==> config.mk <==
export PLATFORM = sky130hd
export DESIGN_NAME = manchester_tx_arbiter_flat
export DESIGN_NICKNAME = d
export VERILOG_FILES = /design/src/rtl/manchester_tx_arbiter_if.sv /design/src/rtl/manchester_tx_arbiter.sv /design/src/flat_wrapper.sv
export SDC_FILE = /design/constraint.sdc
export NUM_CORES = 1
export LEC_CHECK = 0
export CAP_MARGIN = 30
export CORE_MARGIN = 8
export CORE_UTILIZATION = 25
export CTS_BUF_LIST = sky130_fd_sc_hd__clkbuf_8
export CTS_CLUSTER_SIZE = 40
export DETAILED_ROUTE_END_ITERATION = 6
export PLACE_DENSITY = 0.55
export SLEW_MARGIN = 25
export SYNTH_ARGS = -nofsm -noshare
export SYNTH_HDL_FRONTEND = slang
export SYNTH_SLANG_ARGS = --single-unit
export TNS_END_PERCENT = 50
==> constraint.sdc <==
create_clock -name clk -period 7.25 [get_ports clk]
set_input_delay 2.175 -clock clk [delete_from_list [all_inputs] [get_ports clk]]
set_output_delay 2.175 -clock clk [all_outputs]
set_load 0.01 [all_outputs]
==> src/rtl/manchester_tx_arbiter_if.sv <==
// Requester/line bundle for the Manchester transmit arbiter.
// The master side drives requests and enable; the slave side (the arbiter) drives grants and the line.
interface manchester_tx_arbiter_if;
  logic        en;
  logic [3:0]  req_valid;
  logic [31:0] req_data;
  logic [3:0]  req_ready;
  logic        line_out;
  logic        busy;
  logic        frame_done;

  modport master (
    output en, req_valid, req_data,
    input  req_ready, line_out, busy, frame_done
  );

  modport slave (
    input  en, req_valid, req_data,
    output req_ready, line_out, busy, frame_done
  );
endinterface

==> src/rtl/manchester_tx_arbiter.sv <==
// Round-robin 4-requester arbiter feeding a 12-bit Manchester framer (start, ID, data, even parity).
// Grant is combinational in IDLE; each frame is 24 clk of line time followed by a 2*GAP_BITS clk idle gap.
module manchester_tx_arbiter #(
  parameter int GAP_BITS = 1
) (
  input logic               clk,
  input logic               rst,
  manchester_tx_arbiter_if.slave bus
);

  localparam int GAP_CYCLES = 2 * GAP_BITS;

  typedef enum logic [1:0] {
    IDLE = 2'd0,
    SEND = 2'd1,
    GAP  = 2'd2
  } state_t;

  state_t      state, state_d;
  logic [11:0] frame, frame_d;
  logic [3:0]  bit_idx, bit_idx_d;
  logic        half, half_d;
  logic [2:0]  gap_cnt, gap_cnt_d;
  logic [1:0]  last_grant, last_grant_d;
  logic        line, line_d;
  logic        done, done_d;

  logic [1:0]  cand;
  logic [1:0]  grant_id;
  logic        grant_any;
  logic [7:0]  grant_data;
  logic        parity;
  logic        transfer;

  // Search starts just after the previous winner and wraps through all four.
  always_comb begin
    cand      = '0;
    grant_id  = '0;
    grant_any = 1'b0;
    for (int i = 1; i <= 4; i++) begin
      cand = last_grant + 2'(i);
      if (!grant_any && bus.req_valid[cand]) begin
        grant_any = 1'b1;
        grant_id  = cand;
      end
    end
  end

  assign transfer      = (state == IDLE) && bus.en && !rst && grant_any;
  assign bus.req_ready = transfer ? (4'b0001 << grant_id) : 4'b0000;
  assign grant_data    = bus.req_data[{grant_id, 3'b000} +: 8];
  assign parity        = ^{grant_id, grant_data};

  always_comb begin
    state_d      = state;
    frame_d      = frame;
    bit_idx_d    = bit_idx;
    half_d       = half;
    gap_cnt_d    = gap_cnt;
    last_grant_d = last_grant;
    line_d       = 1'b0;
    done_d       = 1'b0;
    case (state)
      IDLE: begin
        if (transfer) begin
          state_d      = SEND;
          frame_d      = {1'b1, grant_id, grant_data, parity};
          bit_idx_d    = '0;
          half_d       = 1'b0;
          last_grant_d = grant_id;
          line_d       = 1'b1;
        end
      end
      SEND: begin
        // frame[11] always holds the bit currently on the line.
        if (!half) begin
          half_d = 1'b1;
          line_d = ~frame[11];
          done_d = (bit_idx == 4'd11);
        end else if (bit_idx == 4'd11) begin
          state_d   = GAP;
          gap_cnt_d = '0;
          half_d    = 1'b0;
          bit_idx_d = '0;
        end else begin
          half_d    = 1'b0;
          bit_idx_d = bit_idx + 4'd1;
          frame_d   = {frame[10:0], 1'b0};
          line_d    = frame[10];
        end
      end
      GAP: begin
        if (gap_cnt == 3'(GAP_CYCLES - 1)) begin
          state_d   = IDLE;
          gap_cnt_d = '0;
        end else begin
          gap_cnt_d = gap_cnt + 3'd1;
        end
      end
      default: state_d = IDLE;
    endcase
  end

  always_ff @(posedge clk) begin
    if (rst) begin
      state      <= IDLE;
      frame      <= '0;
      bit_idx    <= '0;
      half       <= 1'b0;
      gap_cnt    <= '0;
      last_grant <= 2'd3;
      line       <= 1'b0;
      done       <= 1'b0;
    end else begin
      state      <= state_d;
      frame      <= frame_d;
      bit_idx    <= bit_idx_d;
      half       <= half_d;
      gap_cnt    <= gap_cnt_d;
      last_grant <= last_grant_d;
      line       <= line_d;
      done       <= done_d;
    end
  end

  assign bus.line_out   = line;
  assign bus.busy       = (state != IDLE);
  assign bus.frame_done = done;

endmodule

==> src/flat_wrapper.sv <==
// flat-port wrapper written by rule: the top's interface ports become plain ports
module manchester_tx_arbiter_flat 
#(
  parameter int GAP_BITS = 1
)
  (clk, rst, bus_en, bus_req_valid, bus_req_data, bus_req_ready, bus_line_out, bus_busy, bus_frame_done);
  manchester_tx_arbiter_if bus_i ();
  input logic clk;
  input logic rst;
  input wire logic [$bits(bus_i.en)-1:0] bus_en;
  input wire logic [$bits(bus_i.req_valid)-1:0] bus_req_valid;
  input wire logic [$bits(bus_i.req_data)-1:0] bus_req_data;
  output wire logic [$bits(bus_i.req_ready)-1:0] bus_req_ready;
  output wire logic [$bits(bus_i.line_out)-1:0] bus_line_out;
  output wire logic [$bits(bus_i.busy)-1:0] bus_busy;
  output wire logic [$bits(bus_i.frame_done)-1:0] bus_frame_done;
  assign bus_i.en = bus_en;
  assign bus_i.req_valid = bus_req_valid;
  assign bus_i.req_data = bus_req_data;
  assign bus_req_ready = bus_i.req_ready;
  assign bus_line_out = bus_i.line_out;
  assign bus_busy = bus_i.busy;
  assign bus_frame_done = bus_i.frame_done;
  manchester_tx_arbiter #(.GAP_BITS(GAP_BITS)) u_core (.clk(clk), .rst(rst), .bus(bus_i));
endmodule
# After elaboration in Yosys (flattened, before gate mapping)
# Index checks and enable logic that the tools add are counted.
[word_totals]
regBits = 26
inputBits = 39
output_inout_bits = 7
elab_cells = 93
[op_classes]
add_sub_neg = 5
n_lt_le_gt_ge = 4
eq_ne = 9
shift = 2
muxes = 41
n_bitwise = 2
n_reduce_logical = 22
[ops]
columns = ["op", "n"]
rows = [
  ["$mux 12", 3],
  ["$shiftx 32x6->8", 1],
  ["$pmux 12 s2", 1],
  ["$mux 2", 8],
  ["$mux 4", 4],
  ["$mux 1", 13],
  ["$lt 2x3->1 const B", 4],
  ["$reduce_xor 10->1", 1],
  ["$mux 3", 3],
  ["$bmux 1 s2", 4],
  ["$ne 2x1->1 const B", 4],
  ["$pmux 4 s2", 1],
  ["$reduce_and 4->1", 2],
  ["$logic_and 1x1->1", 6],
  ["$pmux 2 s3", 1],
  ["$pmux 3 s2", 1],
  ["$reduce_and 3->1", 2],
  ["$reduce_bool 2->1", 3],
  ["$add 2x2->2 const B", 2],
  ["$add 4x1->4 const B", 1],
  ["$eq 4x4->1 const B", 1],
  ["$logic_not 1->1", 4],
  ["$pmux 1 s2", 2],
  ["$reduce_and 2->1", 2],
  ["10 further kinds", 11],
]

# Logic depth before layout (Yosys ltp)
# Gate-level depths: netlist of the first run.
[depth]
ltp_word = 17
mapped_depth = 10
depth_no_buf = 9

# Least setup slack after synthesis of the first run
# OpenSTA, ideal clock, no wires.
[synth_timing]
kind = "in2out"
startpoint = "input bus_req_valid[0]"
endpoint = "output bus_req_ready[2]"
arrival_ns = 3.407
t_required_ns = 5.075
setup_slack_ns = 1.668
stages = 8
path_buffers = 2
cell_sequence = "nor2_1 o31ai_2 a311o_2 buf_12 buf_6 inv_1 ha_1 and2_1"
[synth_between]
elab_chain_cells = 14
elab_cells_between_ends = 25
cone_classes = "1 x shift; 17 x mux; 7 x reduce/logical"
[synth_lines]
columns = ["item", "line_no", "source"]
rows = [
  ["from (decl)", "flat_wrapper.sv:11", "input wire logic [$bits(bus_i.req_valid)-1:0] bus_req_valid;"],
  ["$bmux 1 s2", "manchester_tx_arbiter.sv:42", "if (!grant_any && bus.req_valid[cand]) begin"],
  ["$mux 1 (implied by the code)", "manchester_tx_arbiter.sv:42", ""],
  ["$mux 1", "manchester_tx_arbiter.sv:42", ""],
  ["$logic_not 1->1", "manchester_tx_arbiter.sv:42", ""],
  ["$logic_and 1x1->1", "manchester_tx_arbiter.sv:42", ""],
  ["$mux 1", "manchester_tx_arbiter.sv:42", ""],
  ["$logic_not 1->1", "manchester_tx_arbiter.sv:42", ""],
  ["$logic_and 1x1->1", "manchester_tx_arbiter.sv:42", ""],
  ["$mux 1", "manchester_tx_arbiter.sv:42", ""],
  ["$logic_not 1->1", "manchester_tx_arbiter.sv:42", ""],
  ["$logic_and 1x1->1", "manchester_tx_arbiter.sv:42", ""],
  ["$mux 2 (*)", "manchester_tx_arbiter.sv:42", ""],
  ["named net u_core.grant_id[1]", "manchester_tx_arbiter.sv:29", "logic [1:0] grant_id;"],
  ["$shl 1x2->4 (*)", "manchester_tx_arbiter.sv:50", "assign bus.req_ready = transfer ? (4'b0001 << grant_id) : 4'b0000;"],
  ["$mux 4 (*)", "manchester_tx_arbiter.sv:50", ""],
  ["to (decl)", "flat_wrapper.sv:13", "output wire logic [$bits(bus_i.req_ready)-1:0] bus_req_ready;"],
]
# Mark *: on every way through the listed nets, which the timed path passes. The rest lies on a longest branch. The select of a mux whose other input is x is not followed.

# Worst setup path in the final report of the first run
[layout_timing]
startpoint = "input bus_req_valid[3]"
endpoint = "output bus_req_ready[3]"
# The elaborated chain is that of the path after synthesis.

==> flow_summary.rst, run 1 <==
.. list-table::
   :header-rows: 1

   * - Metric
     - Value
   * - Result of the run
     - complete, no violations
   * - P_int
     - 0.0003890 W
   * - Number of nets with antenna violations after detailed routing
     - 0
   * - Maximum achievable frequency
     - 0.1550 GHz
   * - Worst relative slew slack
     - about 60%
   * - Unique cell type count in the Yosys netlist
     - 40
   * - Dpl hpwl
     - about 3200 µm
   * - Path category of the worst min-delay check
     - reg2reg
   * - Library cell with the largest summed area after synthesis
     - dfxtp_1
   * - Worst Skew
     - 1.594 ps
   * - Mean instance size in the synthesized netlist
     - roughly 8.5 µm²
   * - Sw power
     - 0.0002481 W
   * - List of cells traversed by the critical path
     - clkdlybuf4s50_1, nand3b_1, o31ai_2, a311o_2, inv_1, ha_1, and2_1, clkdlybuf4s50_1
   * - Sequential-to-total area share from yosys stat
     - 29.32%
   * - Antenna Diode Count
     - 0
   * - Top-count cell post-synth
     - nor2_1
   * - Synthesis-to-finish area growth
     - 32.63%
   * - EDFF count, synth
     - 0
   * - Clock-pin slew on the worst setup and hold paths
     - 80 ps
   * - Number of nets at the end of the flow
     - 300
   * - Critical path endpoint category
     - primary output
   * - Shortest period the worst path allows
     - between 6000 and 7000 ps
   * - Deepest clock path buffer count
     - 2
   * - Std-Cell Rows
     - 30
   * - Avg Vias per Cell
     - roughly 4.5
   * - Initial antenna violation count
     - 0
   * - Number of warnings printed during yosys synthesis
     - 0
   * - Detailed-route wire length per cell
     - 11.91 µm
   * - Pins Over Slew Limit
     - 0
   * - Placeable core region
     - between 6000 and 7000 µm²
   * - Final hold violations
     - 0
   * - Number of instances in the synthesized netlist
     - 210
   * - Path type of the worst setup path
     - in2out
   * - Slowest cell on the critical path
     - clkdlybuf4s50_1
   * - Ports
     - 46
   * - Share of final-layout standard cells stronger than drive strength 1
     - just under 7%
   * - Overall overflow remaining after global route
     - 0
   * - Leading post-synthesis cells by cell area
     - dfxtp_1, mux2i_1, nor2_1, ha_1, xnor3_1
   * - Starting utilization of the core area
     - 25.99%
   * - Worst path arrival time
     - 4280 ps
   * - Area share of the largest cell type after synthesis
     - 29.32%
   * - Reg-to-reg slack, setup
     - between 4000 and 5000 ps
   * - Clk sinks
     - 26
   * - Period utilisation layout
     - 88.97%
   * - Maximum number of pins on one net before global-route repair
     - 30
   * - Initial DRT Pass Iterations
     - 4
   * - Cell repeated most along the worst path
     - clkdlybuf4s50_1
   * - Final setup violation count
     - 0
   * - Total leakage power
     - 0.9860 nW
   * - First-pass GRT wire length
     - about 7000 µm
   * - Total clock buffers created by CTS
     - 3
   * - Die width
     - 100.3 µm
   * - Total of buffers placed on input and output ports
     - 45
   * - Commonest cells in the synthesized netlist
     - nor2_1, dfxtp_1, mux2i_1, nand2_1, o21ai_0
   * - Worst-Skew Late Latency
     - 260 ps
   * - Die Height
     - 100.3 µm
   * - Largest stage delay on the critical path
     - 550 ps
   * - Clock root buffer
     - clkbuf_8
   * - Post-cts hold buffer count
     - 0
   * - RD Place Congestion
     - 0.7141
   * - Predominant post-synthesis flop cell
     - dfxtp_1
   * - Residual DRC count
     - 0
   * - Critical path fanouts, max
     - 9
   * - Part of the power in registers
     - 30.6%
   * - Switching Share
     - 38.94%
   * - Data required time of the worst path
     - 5080 ps
   * - Violation count after the first detailed-routing iteration
     - 49
   * - Overall fraction of global-route tracks in use
     - 8.384%
   * - Vias in the first global route
     - 1463
   * - Post-detailed-routing wire length
     - roughly 4100 µm
   * - Number of gates resized after CTS
     - 0
   * - Max H-tree Level
     - 1
   * - Number of max-cap violations
     - 0
   * - Power density over the cells
     - 270.6 nW/µm²
   * - Mapped cell area
     - roughly 1800 µm²
   * - Vias
     - roughly 1500
   * - Setup_tns
     - 0 ps
   * - Number of setup buffers added after CTS
     - 0
   * - Post-synthesis async set-or-reset flop share
     - 0%
   * - Number of nets produced by synthesis
     - between 200 and 300
   * - Register bit total from synthesis
     - 26
   * - RSZ-0062 raised after global routing
     - no
   * - Worst supply voltage drop on vdd
     - 0.06389 mV
   * - Transition time at the pin with the least slew margin
     - 580.0 ps
   * - Clock share of power
     - 12.5%
   * - Type of element launching the critical path
     - input port
   * - Fraction of power consumed by combinational cells
     - 56.8%
   * - Clock tree from TritonCTS
     - built
   * - DIE AREA
     - 10050 µm²
   * - Overall power of the completed layout
     - 0.0006371 W
==> power by group through the flow <==
| stage | Sequential [W] | Combinational (W) | Clock [W] |
|---|---|---|---|
| floorplan | 0.000193 | 0.000281 | 0 |
| global placement | 0.000198 | 0.000365 | 0 |
| detailed placement | 0.000199 | 0.000366 | 0 |
| CTS | 0.000195 | 0.000367 | 0.0000860 |
| global route | 0.000200 | 0.000404 | 0.0000901 |
| finish | 0.000195 | 0.000362 | 0.0000797 |
==> state kept, by name (all words and copies together), names as in the netlist <==
register and flops:
u_core.frame 12, u_core.bus.line_out 1, u_core.state 2, u_core.last_grant 2, u_core.gap_cnt 3, u_core.half 1
u_core.bus.frame_done 1, u_core.bit_idx 4
==> placed cells by master (no fill, tap or decap), drive strengths merged, types with 3 or more instances in the layout <==
master	instances
nand3	6
clkdlybuf4s50	45
nor3	3
a21oi	11
xnor3	3
and2	5
ha	8
nand2	17
mux2	4
buf	5
nor2	30
o21ai	13
inv	11
dfxtp	26
mux2i	26
a211oi	5
o211ai	4
clkbuf	3
==> through the flow <==
step	cell area (µm²)	setup slack [ps]	std cells	util, %	hold slack (ps)
final	2355	800.0	347	34.47	487.8
after global routing	2355	670.0	347	34.47	510.5
after CTS	2355	791.4	347	34.47	491.5
after detailed placement	2313	797.8	344	33.86	477.1
after global placement	2313	809.8	344	33.86	474.0
after floorplan	1775	1668	210	-	455.7
==> worst paths after layout <==
kind / startpoint / to / cells past startpoint
worst min-delay path: u_core.frame[10] / u_core.frame[11] / 2
worst max register to register: u_core.last_grant[1] / u_core.frame[0] / 9
worst min register to register: u_core.frame[10] / u_core.frame[11] / 2
worst max-delay path: bus_req_valid[3] / bus_req_ready[3] / 8
==> kinds of logic (layout without fill, tap and decap cells) <==
| kind of cell | count (synthesis) | count (layout) | synth area share (%) |
|---|---|---|---|
| DFF | 26 | 26 | 29.32 |
| xor gates and xnor gates | 4 | 4 | 5.144 |
| muxes | 30 | 30 | 17.20 |
| and+or+nand+nor | 74 | 74 | 19.59 |
| AOI/OAI and AO/OA | 45 | 45 | 16.84 |
| buffers and inverters | 23 | 64 | 6.272 |
| adders and majority gates | 8 | 8 | 5.638 |
==> critical path: cells and delay by family <==
kind | cells | cell delay [ps]
AOI/OAI and AO/OA | 2 | 520
buffers and inverters | 3 | 1190
and+or+nand+nor | 2 | 250
adders and majority gates | 1 | 130
==> metal layers <==
metal	up-vias	GRT usage (%)	wire length, µm
li1	826	-	-
met1	701	10.04	1935
met2	18	14.31	1987
met3	2	2.768	196
met4	0	1.395	15
met5	-	0	0
==> area by class of cell <==
cell class	instances	area [µm²]
multi-input cells	161	1144
well taps	96	120.1
repair buffers	50	488.0
flip-flops and latches	26	520.5
inverters	11	41.29
fillers	733	4477
clock buffers	3	41.29
Note: power is estimated with default switching activity, not from simulation.
==> run 2, diff against run 1 <==
--- a/config.mk
+++ b/config.mk
@@ -5,6 +5,7 @@
 export SDC_FILE = /design/constraint.sdc
 export NUM_CORES = 1
 export LEC_CHECK = 0
+export ABC_AREA = 0
 export CAP_MARGIN = 30
 export CORE_MARGIN = 8
 export CORE_UTILIZATION = 25
@@ -12,6 +13,7 @@
 export CTS_CLUSTER_SIZE = 40
 export DETAILED_ROUTE_END_ITERATION = 6
 export PLACE_DENSITY = 0.55
+export RECOVER_POWER = 50
 export SLEW_MARGIN = 25
 export SYNTH_ARGS = -nofsm -noshare
 export SYNTH_HDL_FRONTEND = slang
==> flow_summary.rst, run 2 (synthesized netlist as in run 1, its figures left out) <==
.. list-table::
   :header-rows: 1

   * - Metric
     - Value
   * - Number of max-cap violations
     - 0
   * - Final hold violations
     - 0
   * - Worst reg2reg path startpoint
     - u_core.last_grant[1]
   * - Flip-flop count of the largest register, all copies and words added
     - 12
   * - Synthesis-to-finish area growth
     - 32.42%
   * - Worst Skew
     - between 1.5 and 2 ps
   * - Power density over the cells
     - 269.8 nW/µm²
   * - Total of buffers placed on input and output ports
     - 45
   * - Total clock buffers created by CTS
     - 3
   * - Residual DRC count
     - 0
   * - Cell family contributing the most delay on the critical path
     - buffers and inverters
   * - Reg-to-reg slack, setup
     - 4510 ps
   * - Detailed-route wire length per cell
     - 11.89 µm
   * - Setup_tns
     - 0 ps
   * - RD Place Congestion
     - about 0.71
   * - Clock-pin slew on the worst setup and hold paths
     - about 80 ps
   * - Highest Signal Layer
     - met4
   * - Leading cell type in the layout, fill and taps excluded
     - clkdlybuf4s50_1
   * - Std-Cell Rows
     - 30
   * - Most flops, register
     - u_core.frame
   * - Antenna Diode Count
     - 0
   * - Worst hold path endpoint
     - u_core.frame[11]
   * - Dpl hpwl
     - 3202 µm
   * - Largest registers
     - u_core.frame x12, u_core.bit_idx x4, u_core.gap_cnt x3
   * - Overall power of the completed layout
     - roughly 0.00063 W
   * - Avg Vias per Cell
     - 4.478
   * - Worst-Skew Late Latency
     - 260 ps
   * - Transition time at the pin with the least slew margin
     - roughly 1300 ps
   * - Number of nets at the end of the flow
     - 300
   * - Largest stage delay on the critical path
     - ~600 ps
   * - Die Height
     - 100.3 µm
   * - Share of final-layout standard cells stronger than drive strength 1
     - 6.375%
   * - Routed wl met2
     - about 2000 µm
   * - Number of cells on the worst reg-to-reg path
     - 9
   * - Critical path fanouts, max
     - 9
   * - Clock root buffer
     - clkbuf_8
   * - Number of standard cells in the layout, taps in and fillers out
     - around 350
   * - Clk sinks
     - 26
   * - Overall fraction of global-route tracks in use
     - 8.384%
   * - Shortest period the worst path allows
     - 6548 ps
   * - Starting utilization of the core area
     - 25.99%
   * - Maximum achievable frequency
     - 0.1527 GHz
   * - Number of cells on the worst hold path
     - 2
   * - Worst relative slew slack
     - 15.41%
   * - Ports
     - 46
   * - Routed wire length on met3
     - 208 µm
   * - Reg-to-Reg End
     - u_core.frame[0]
   * - Initial antenna violation count
     - 0
   * - Overall overflow remaining after global route
     - 0
   * - Placeable core region
     - 6832 µm²
   * - Type of element launching the critical path
     - input port
   * - Routed met1 length
     - 1905 µm
   * - Pins Over Slew Limit
     - 0
   * - Post-detailed-routing wire length
     - a little over 4000 µm
   * - Number of nets with antenna violations after detailed routing
     - 0
   * - Initial DRT Pass Iterations
     - 4
   * - Number of gates resized after CTS
     - 0
   * - Result of the run
     - complete, no violations
   * - Path type of the worst setup path
     - in2out
   * - Deepest clock path buffer count
     - 2
   * - Number of setup buffers added after CTS
     - 0
   * - Die width
     - about 100 µm
   * - Hold WS
     - 488.0 ps
   * - Crit path buf inv count
     - 3
   * - HP Start
     - u_core.frame[10]
   * - Clock tree from TritonCTS
     - built
   * - Most frequent cells in the layout
     - clkdlybuf4s50_1, nor2_1, mux2i_1, dfxtp_1, nand2_1
   * - Maximum number of pins on one net before global-route repair
     - 30
   * - Total leakage power
     - 0.9909 nW
   * - Vias
     - approximately 1600
   * - Vias in the first global route
     - between 1000 and 1500
   * - RSZ-0062 raised after global routing
     - no
   * - Worst supply voltage drop on vdd
     - 0.06393 mV
   * - Slowest cell on the critical path
     - dlygate4sd3_1
   * - First-pass GRT wire length
     - 6962 µm
   * - Final setup violation count
     - 0
   * - Period utilisation layout
     - 90.32%
   * - Post-cts hold buffer count
     - 0
   * - # placed instances
     - 344
   * - Data required time of the worst path
     - 5080 ps
   * - Max H-tree Level
     - 1
   * - Violation count after the first detailed-routing iteration
     - between 40 and 50
   * - List of cells traversed by the critical path
     - dlygate4sd3_1, nor2_1, o31ai_2, a311o_2, inv_1, ha_1, and2_1, clkdlybuf4s50_1
   * - Worst path arrival time
     - 4370 ps
   * - Path category of the worst min-delay check
     - reg2reg
   * - Critical path endpoint category
     - primary output
   * - DIE AREA
     - 10050 µm²
   * - Core Util, Final
     - between 30% and 40%
## run 2: cell count changes in the layout (fill, tap and decap cells not counted)
cell,before,now
buf_4,5,4
clkdlybuf4s50_1,45,40
clkbuf_1,0,1
dlygate4sd3_1,0,5
## run 2: worst max path at each step
stage                           from          endpoint  slack (ps)  cells past startpoint
finish              bus_req_valid[0]  bus_req_ready[3]         700                      8
global route        bus_req_valid[0]  bus_req_ready[2]         590                      8
CTS                 bus_req_valid[3]  bus_req_ready[2]         790                      8
detailed placement  bus_req_valid[3]  bus_req_ready[2]         800                      8
global placement    bus_req_valid[3]  bus_req_ready[3]         810                      8
floorplan           bus_req_valid[0]  bus_req_ready[2]        1670                      8
## run 2: worst min-delay path, cell delays in order, from the launching register on
cell	delay, ps
dfxtp_1	330
inv_1	50
a311oi_1	60
## run 2: area by class of cell
type                       count  area [µm²]
clock buffer                   3       41.29
inverter                      11       41.29
fill                         733        4481
sequential                    26       520.5
tap                           96       120.1
timing repair buffer          50       484.2
multi-input combinational    161        1144
## run 2: metal layers
metal / global-route usage, % / vias to the layer above
met5: 0 / -
met3: 2.768 / 2
met1: 10.04 / 703
li1: - / 827
met4: 1.395 / 0
met2: 14.31 / 22
## run 2: per-stage QoR
step | instance area, µm² | worst slack (ps)
after detailed placement | 2313 | 797.8
after floorplan | 1775 | 1668
after global routing | 2351 | 592.0
final | 2351 | 702.0
after global placement | 2313 | 809.8
after CTS | 2355 | 791.4
## run 2: power by group
part | switching (W) | leakage [nW] | internal, W
registers | 0.0000195 | 0.212 | 0.000176
clock network | 0.0000426 | 0.0216 | 0.0000372
logic | 0.000186 | 0.757 | 0.000174
==> run 3, diff against run 2 <==
--- a/config.mk
+++ b/config.mk
@@ -12,7 +12,8 @@
 export CTS_BUF_LIST = sky130_fd_sc_hd__clkbuf_8
 export CTS_CLUSTER_SIZE = 40
 export DETAILED_ROUTE_END_ITERATION = 6
-export PLACE_DENSITY = 0.55
+export DONT_BUFFER_PORTS = 1
+export PLACE_DENSITY = 0.46
 export RECOVER_POWER = 50
 export SLEW_MARGIN = 25
 export SYNTH_ARGS = -nofsm -noshare
==> flow_summary.rst, run 3 (synthesized netlist as in run 1, its figures left out) <==
.. list-table::
   :header-rows: 1

   * - Metric
     - Value
   * - Worst supply voltage drop on vdd
     - ~0.074 mV
   * - Most frequent cells in the layout
     - nor2_1, mux2i_1, dfxtp_1, nand2_1, o21ai_0
   * - Total leakage power
     - roughly 0.8 nW
   * - Starting utilization of the core area
     - 25.99%
   * - Largest registers
     - u_core.frame x12, u_core.bit_idx x4, u_core.gap_cnt x3
   * - First-pass GRT wire length
     - 6430 µm
   * - Slowest cell on the critical path
     - a311o_1
   * - Clock root buffer
     - clkbuf_8
   * - Ports
     - 46
   * - Overall power of the completed layout
     - 0.0006209 W
   * - Number of cells on the worst hold path
     - 2
   * - Number of gates resized after CTS
     - 0
   * - Die width
     - around 100 µm
   * - Type of element launching the critical path
     - input port
   * - Initial DRT Pass Iterations
     - 4
   * - Post-DP Area
     - 1856 µm²
   * - Vias
     - 1359
   * - Shortest period the worst path allows
     - just over 6000 ps
   * - Detailed-route wire length per cell
     - 12.57 µm
   * - Avg Vias per Cell
     - between 4 and 5
   * - Part of the power in registers
     - around a third
   * - Number of cells on the worst reg-to-reg path
     - 8
   * - Deepest clock path buffer count
     - 2
   * - Overall overflow remaining after global route
     - 0
   * - Placeable core region
     - approximately 6800 µm²
   * - Std-Cell Rows
     - 30
   * - Critical path endpoint category
     - primary output
   * - FILL cells
     - 751
   * - Die Height
     - ~100 µm
   * - Worst Skew
     - 8.780 ps
   * - Total of buffers placed on input and output ports
     - 0
   * - Setup_tns
     - 0 ps
   * - Path type of the worst setup path
     - in2out
   * - DIE AREA
     - slightly above 10000 µm²
   * - Violation count after the first detailed-routing iteration
     - 70
   * - Dpl hpwl
     - 2854 µm
   * - RSZ-0062 raised after global routing
     - no
   * - Period utilisation layout
     - 83.97%
   * - Clock tree from TritonCTS
     - built
   * - List of cells traversed by the critical path
     - nand3b_1, o31ai_2, a311o_1, inv_1, ha_1, and2_1
   * - Number of max-cap violations
     - 0
   * - Residual DRC count
     - 0
   * - Total non-filler cell area in the finished layout
     - 1909 µm²
   * - P_int
     - 0.0003739 W
   * - Largest stage delay on the critical path
     - 950 ps
   * - HP Start
     - u_core.bit_idx[2]
   * - Reg-to-reg slack, setup
     - 4020 ps
   * - Post-detailed-routing wire length
     - 3784 µm
   * - Flip-flop count of the largest register, all copies and words added
     - 12
   * - Number of nets at the end of the flow
     - 253
   * - Path category of the worst min-delay check
     - reg2reg
   * - Transition time at the pin with the least slew margin
     - ~1200 ps
   * - Fraction of power consumed by combinational cells
     - 52.9%
   * - Antenna Diode Count
     - 0
   * - Worst reg2reg path startpoint
     - u_core.last_grant[1]
   * - Number of setup buffers added after CTS
     - 0
   * - Worst hold path endpoint
     - u_core.bit_idx[2]
   * - Worst path arrival time
     - ~3900 ps
   * - Switching Share
     - 39.78%
   * - Number of nets with antenna violations after detailed routing
     - 0
   * - Final setup violation count
     - 0
   * - Synthesis-to-finish area growth
     - 7.540%
   * - Power density over the cells
     - between 300 and 400 nW/µm²
   * - Worst-Skew Late Latency
     - 270 ps
   * - Pins Over Slew Limit
     - 0
   * - Most flops, register
     - u_core.frame
   * - Maximum number of pins on one net before global-route repair
     - 30
   * - Final hold violations
     - 0
   * - Result of the run
     - complete, no violations
   * - Total clock buffers created by CTS
     - 3
   * - RD Place Congestion
     - 0.6785
   * - Leading cell type in the layout, fill and taps excluded
     - nor2_1
   * - Sw power
     - 0.0002470 W
   * - Share of final-layout standard cells stronger than drive strength 1
     - around 7.3%
   * - Initial antenna violation count
     - 0
   * - Clock-pin slew on the worst setup and hold paths
     - 90 ps
   * - Clock share of power
     - 15.2%
   * - Critical path fanouts, max
     - 21
   * - Clk sinks
     - 26
   * - Maximum achievable frequency
     - around 0.16 GHz
   * - Post-cts hold buffer count
     - 0
   * - Max H-tree Level
     - 1
   * - Data required time of the worst path
     - around 5100 ps
   * - Reg-to-Reg End
     - u_core.frame[0]
   * - Worst relative slew slack
     - approximately a fifth
   * - Vias in the first global route
     - 1365
   * - Overall fraction of global-route tracks in use
     - 7.768%
-- run 3: cell count changes in the layout (fill, tap and decap cells not counted) --
cell | before | now
clkdlybuf4s50_1 | 40 | 0
dlygate4sd3_1 | 5 | 0
buf_4 | 4 | 2
a311o_1 | 0 | 1
a311o_2 | 1 | 0
buf_8 | 0 | 1
clkbuf_1 | 1 | 0
clkbuf_8 | 3 | 4
-- run 3: how the worst max path moves through the flow --
stage	startpoint	depth (start not counted)	endpoint
6_report	bus_req_valid[3]	6	bus_req_ready[3]
2_1_floorplan	bus_req_valid[0]	8	bus_req_ready[2]
4_1_cts	bus_req_valid[0]	6	bus_req_ready[3]
3_5_place_dp	bus_req_valid[0]	6	bus_req_ready[3]
3_3_place_gp	bus_req_valid[0]	6	bus_req_ready[3]
5_1_grt	bus_req_valid[3]	6	bus_req_ready[3]
-- run 3: layout make-up --
class	instances	area [µm²]	share of cell area [%]
tap	96	120.1	6.291
multi-input combinational	161	1142	59.83
inverter	11	41.29	2.163
sequential	26	520.5	27.26
timing repair buffer	3	30.03	1.573
clock buffer	4	55.05	2.883
-- run 3: metrics by stage --
step / hold slack (ps) / utilization [%] / cells / setup slack [ps]
CTS: 489.3 / 27.97 / 301 / 1605
global route: 513.7 / 27.95 / 301 / 975.6
global placement: 472.8 / 26.94 / 296 / 1631
finish: 487.2 / 27.95 / 301 / 1162
detailed placement: 471.6 / 27.16 / 297 / 1606
floorplan: 455.7 / - / 210 / 1668
-- run 3: power groups by stage --
| stage | combinational [W] | sequential, W | clock, W |
|---|---|---|---|
| 6_report | 0.000328 | 0.000198 | 0.0000945 |
| 5_1_grt | 0.000377 | 0.000202 | 0.000103 |
| 4_1_cts | 0.000331 | 0.000198 | 0.0000999 |
| 3_5_place_dp | 0.000331 | 0.000201 | 0 |
| 3_3_place_gp | 0.000322 | 0.000201 | 0 |
| 2_1_floorplan | 0.000281 | 0.000193 | 0 |
-- run 3: worst max-delay path: cells and delay by family --
| kind | cells | cell delay (ps) |
|---|---|---|
| compound gates | 2 | 1020 |
| simple gates | 2 | 320 |
| fa+ha+maj | 1 | 230 |
| buf+inv | 1 | 170 |
-- run 3: metal layers --
metal,track usage (%),vias up,routed length [µm],part of all wire (%)
met5,0,-,0,0
li1,-,726,-,-
met2,13.03,18,1776,47
met4,3.837,0,42,1.1
met3,1.522,2,198,5.2
met1,9.212,613,1766,47
